## config.mk

```make
export PLATFORM = sky130hd
export DESIGN_NAME = seq_match_ctrl
export DESIGN_NICKNAME = d
export VERILOG_FILES = /design/src/rtl/seq_match_ctrl.sv
export SDC_FILE = /design/constraint.sdc
export NUM_CORES = 1
export LEC_CHECK = 0
export BUFFER_PORTS_ARGS = -buffer_cell sky130_fd_sc_hd__buf_2
export CORE_MARGIN = 4
export CORE_UTILIZATION = 57
export CTS_CLUSTER_DIAMETER = 40
export DETAILED_ROUTE_END_ITERATION = 8
export MAX_ROUTING_LAYER = met4
export PLACE_DENSITY = 0.9
export SYNTH_ARGS = -nofsm -noshare
export SYNTH_HDL_FRONTEND = slang
export SYNTH_SLANG_ARGS = --single-unit
```

## constraint.sdc

```tcl
create_clock -name clk -period 3.5 [get_ports clk]
set_input_delay 0.35 -clock clk [delete_from_list [all_inputs] [get_ports clk]]
set_output_delay 0.35 -clock clk [all_outputs]
set_load 0.05 [all_outputs]
```

## src/rtl/seq_match_ctrl.sv

```systemverilog
// Run controller: serializes upstream bytes MSB first into a programmable
// 1..MAXLEN-bit pattern matcher, counts matches and stops at a programmed limit.
module seq_match_ctrl #(
    parameter int unsigned MAXLEN = 8,
    parameter int unsigned CNT_W  = 8,
    parameter int unsigned LEN_W  = 5
) (
    input  logic              clk,
    input  logic              rst_n,
    input  logic              start,
    input  logic              abort,
    input  logic [MAXLEN-1:0] cfg_pattern,
    input  logic [LEN_W-1:0]  cfg_len,
    input  logic              cfg_overlap,
    input  logic [CNT_W-1:0]  cfg_limit,
    input  logic [7:0]        in_data,
    input  logic              in_valid,
    output logic              in_ready,
    output logic              hit,
    output logic [CNT_W-1:0]  match_count,
    output logic              busy,
    output logic              done
);

    typedef enum logic [1:0] {S_IDLE, S_FETCH, S_SHIFT, S_DONE} state_t;

    state_t            state_q;
    logic [MAXLEN-1:0] pat_q;
    logic [LEN_W-1:0]  len_q;
    logic              ovl_q;
    logic [CNT_W-1:0]  limit_q;
    logic [MAXLEN-1:0] window_q, window_d;
    logic [LEN_W-1:0]  fill_q, fill_d;
    logic [7:0]        byte_q;
    logic [2:0]        bidx_q;
    logic [CNT_W-1:0]  count_q, count_d;
    logic              in_ready_q, hit_q, busy_q, done_q;

    logic [MAXLEN-1:0] len_mask;
    logic [LEN_W-1:0]  len_clamped;
    logic              is_match, lim_hit;

    always_comb begin
        len_clamped = cfg_len;
        if (cfg_len == '0)
            len_clamped = LEN_W'(1);
        else if (cfg_len > LEN_W'(MAXLEN))
            len_clamped = LEN_W'(MAXLEN);

        window_d = {window_q[MAXLEN-2:0], byte_q[bidx_q]};
        fill_d   = (fill_q >= len_q) ? len_q : fill_q + LEN_W'(1);
        len_mask = '0;
        for (int unsigned i = 0; i < MAXLEN; i++)
            len_mask[i] = (LEN_W'(i) < len_q);
        is_match = (state_q == S_SHIFT) && (fill_d == len_q) &&
                   (((window_d ^ pat_q) & len_mask) == '0);
        count_d  = (count_q == '1) ? count_q : count_q + CNT_W'(1);
        lim_hit  = is_match && (limit_q != '0) && (count_d == limit_q);
    end

    always_ff @(posedge clk) begin
        if (!rst_n) begin
            state_q    <= S_IDLE;
            pat_q      <= '0;
            len_q      <= '0;
            ovl_q      <= 1'b0;
            limit_q    <= '0;
            window_q   <= '0;
            fill_q     <= '0;
            byte_q     <= '0;
            bidx_q     <= '0;
            count_q    <= '0;
            in_ready_q <= 1'b0;
            hit_q      <= 1'b0;
            busy_q     <= 1'b0;
            done_q     <= 1'b0;
        end else begin
            hit_q  <= 1'b0;
            done_q <= 1'b0;

            // Datapath advances even under abort so a coincident match still counts.
            if (state_q == S_SHIFT) begin
                window_q <= window_d;
                fill_q   <= (is_match && !ovl_q) ? '0 : fill_d;
                bidx_q   <= bidx_q - 3'd1;
                if (is_match) begin
                    hit_q   <= 1'b1;
                    count_q <= count_d;
                end
            end

            case (state_q)
                S_IDLE: begin
                    if (start) begin
                        pat_q      <= cfg_pattern;
                        len_q      <= len_clamped;
                        ovl_q      <= cfg_overlap;
                        limit_q    <= cfg_limit;
                        window_q   <= '0;
                        fill_q     <= '0;
                        count_q    <= '0;
                        state_q    <= S_FETCH;
                        in_ready_q <= 1'b1;
                        busy_q     <= 1'b1;
                    end
                end
                S_FETCH: begin
                    if (in_valid) begin
                        byte_q     <= in_data;
                        bidx_q     <= 3'd7;
                        state_q    <= S_SHIFT;
                        in_ready_q <= 1'b0;
                    end
                end
                S_SHIFT: begin
                    if (lim_hit) begin
                        state_q <= S_DONE;
                        done_q  <= 1'b1;
                        busy_q  <= 1'b0;
                    end else if (bidx_q == 3'd0) begin
                        state_q    <= S_FETCH;
                        in_ready_q <= 1'b1;
                    end
                end
                default: begin
                    state_q <= S_IDLE;
                end
            endcase

            if (abort) begin
                state_q    <= S_IDLE;
                in_ready_q <= 1'b0;
                busy_q     <= 1'b0;
                done_q     <= 1'b0;
            end
        end
    end

    assign in_ready    = in_ready_q;
    assign hit         = hit_q;
    assign match_count = count_q;
    assign busy        = busy_q;
    assign done        = done_q;

endmodule

```

==> impl_metrics.py <==
metrics = {
    "setup_path": {
        "crit_end": "match_count[0]",
        "start_kind": "register",
        "r2r_cells": 7,
        "r2r-end": "match_count[0]",
        "critPathCaptureType": "register",
        "critical_path_class": "reg -> reg",
        "r2r-start": "bidx_q[0]",
        "rrSetupSlack_ps": 750,
        "required_ps": 3770,
        "path_max_fanout": 9,
        "cp-startpoint": "bidx_q[0]",
        "arrival_ps": 3020,
    },
    "route": {
        "dr.pass1.iters": 6,
        "postRouteAntennaNets": 0,
        "drc_errors": 0,
        "vias_per_cell": 5.85,
        "vias": 2930,
        "drt_iter0_markers": 322,
        "routed_wl_microns": 7390,
        "wl_per_cell_microns": 14.8,
    },
    "synthesis": {
        "synthArstFlopShare": 0,
        "synth_ff_type": "dfxtp_1",
        "synthesis.nets": 429,
        "yosysSeqAreaShare": 0.380,
        "synth-edff-count": 0,
        "synth_cells": 385,
        "syn_area_per_cell_sq_um": 8.07,
        "yosysUniqueCellTypes": 45,
        "synth_seq_cells": 59,
        "yosys_warnings": 0,
        "synth_area_sq_um": 3110,
    },
    "clock_tree": {
        "cts_hold_buffers": 0,
        "path_clk_slew_ps": 70,
        "cts_tree": "yes",
        "cts_resized": 0,
        "clock-sinks": 59,
        "postCtsSetupRepairBufs": 0,
        "clock_latency_ps": 340,
        "numCtsBuffers": 9,
        "htree_levels": 3,
        "cts-root-buf": "clkbuf_8",
        "cts_max_path_buffers": 2,
    },
    "sta": {
        "setup_viol": 0,
        "setup_tns_ps": 0,
        "rsz0062_at_grt": "false",
        "max-slew-margin-rel": 0.281,
        "period_needed_ps": 2750,
        "hold_violations": 0,
        "max_freq_mhz": 363,
        "finalMaxSlewViolations": 0,
        "final.setup_skew_ps": 6.33,
        "period_share": 0.786,
        "worst_slew_pin_slew_ps": 1070,
        "worst_slack_ps": 749,
    },
    "placement": {
        "gp_congestion": 1.02,
        "portBuffers": 46,
        "pre_cts_slack_ps": 772,
        "dpl.hpwl_microns": 5200,
        "dpl_cell_area_sq_um": 3370,
    },
    "layout": {
        "fillers": 407,
        "utilization": 0.694,
        "fin_area_sq_um": 3610,
        "area_growth_pct": 16.2,
        "nets": 470,
        "drive_gt1_frac": 0.165,
        "n_antenna_cell": 0,
    },
    "job": {
        "maxCapViolCount": 0,
    },
    "floorplanning": {
        "num_rows": 26,
        "die-area_sq_um": 6700,
        "core-area_sq_um": 5200,
        "dieWidth_microns": 81.8,
        "io_pins": 47,
        "initial_core_util": 0.597,
        "dieHeight_microns": 81.8,
    },
    "power_and_ir_drop": {
        "fin_total_pwr_w": 0.00167,
        "p_per_area_nw_per_um2": 462,
        "power_leakage_nw": 1.41,
        "peakVddDrop_mv": 0.309,
    },
    "global_route": {
        "grt_pass1_wl_microns": 12200,
        "gr-usage-all-layers": 0.244,
        "grt_pass1_vias": 2659,
        "grt_overflow": 0,
        "antenna_found_initial": 0,
        "grt_max_degree": 36,
    },
    "status": {
        "status": "complete, no violations",
    },
    "worst_hold_path": {
        "holdCritPathClass": "in -> reg",
    },
}
==> cells in the final DEF (no fill, tap or decap), types with 3 or more instances in the layout <==
master	synthesis	final
nand3_1	11	11
ha_1	9	9
buf_2	0	46
nor2_1	22	22
inv_1	11	11
a21oi_1	23	23
dfxtp_1	59	59
xor2_1	12	12
o22ai_1	3	3
mux2_2	6	6
and3_1	4	4
a32oi_1	3	3
mux2i_1	4	4
nand2b_1	5	5
buf_4	0	3
a21boi_0	30	30
nand4_1	4	4
o21ai_0	11	11
bufinv_16	0	3
a31oi_1	5	5
a211oi_1	5	5
nor3_1	10	10
o21a_1	3	3
xnor2_1	13	13
nor4_1	3	3
nand2_1	81	81
or3_1	3	3
clkbuf_8	0	10
==> cells by family after synthesis <==
logic type,synth area share
and+or+nand+nor,0.215
AOI/OAI and AO/OA,0.215
DFF,0.380
buffers and inverters,0.0386
xor gates and xnor gates,0.0705
muxes,0.0455
adders and majority gates,0.0362
==> cell usage after synthesis (2+ instances only) <==
cell	number	area, sq um
nand2_1	81	304
dfxtp_1	59	1180
a21boi_0	30	225
a21oi_1	23	115
nor2_1	22	82.6
clkbuf_1	17	63.8
xnor2_1	13	114
xor2_1	12	105
inv_1	11	41.3
nand3_1	11	55.1
o21ai_0	11	55.1
nor3_1	10	50.1
ha_1	9	113
mux2_2	6	67.6
a211oi_1	5	37.5
a31oi_1	5	31.3
nand2b_1	5	31.3
and3_1	4	25.0
mux2i_1	4	40.0
nand4_1	4	25.0
a32oi_1	3	26.3
nor4_1	3	18.8
o21a_1	3	22.5
o22ai_1	3	18.8
or3_1	3	18.8
a2111oi_0	2	17.5
a311oi_1	2	17.5
and2_1	2	12.5
and4_1	2	17.5
o211ai_1	2	15.0
o21bai_1	2	15.0
o31ai_1	2	15.0
or2_1	2	12.5
==> sequential cells by signal, summed over array words and instances (netlist names) <==
name / cells
state_q: 2
ovl_q: 1
match_count: 8
bidx_q: 3
busy: 1
done: 1
limit_q: 8
byte_q: 8
window_q: 7
hit: 1
in_ready: 1
fill_q: 5
pat_q: 8
len_q: 5
==> metrics by stage <==
step / hold slack (ps) / instances
2_1_floorplan: 439 / 385
3_5_place_dp: 463 / 485
5_1_grt: 245 / 501
3_3_place_gp: 452 / 485
6_report: 247 / 501
4_1_cts: 243 / 501
==> worst max-delay path, stage by stage, from the launching register on <==
cell	delay, ps
dfxtp_1	410
mux2_2	350
mux4_2	480
xor2_1	170
a211o_1	350
or2_1	350
or3_1	390
a21oi_1	170
==> cell type report <==
cell class                 instances  area (sq um)  share of cell area
inverter                          11          41.3              0.0114
multi-input combinational        296          1810               0.500
sequential                        59          1180               0.327
tap                               70          87.6              0.0242
timing repair buffer              49           253              0.0700
clock inverter                     4          97.6              0.0270
clock buffer                      12           145              0.0402
==> worst min path at each step <==
stage,start,to,cells after the start
after floorplan,byte_q[6],byte_q[6],2
after global placement,byte_q[6],byte_q[6],2
after detailed placement,ovl_q,ovl_q,2
after CTS,in_data[2],byte_q[2],3
after global routing,cfg_limit[4],limit_q[4],3
final,in_data[1],byte_q[1],3
==> metal layers <==
layer | GRT usage | share of wire | vias to the layer above
met5 | - | 0 | -
met4 | 0.0864 | 0.020 | 0
met3 | 0.0669 | 0.057 | 23
met2 | 0.383 | 0.49 | 108
met1 | 0.302 | 0.43 | 1367
li1 | - | - | 1432
==> report_power, final <==
part           switching [W]  internal, W
logic               0.000105    0.0000784
registers          0.0000283     0.000699
clock network       0.000265     0.000493
total               0.000398      0.00127
No activity file was read; power rests on OpenSTA's default activity.
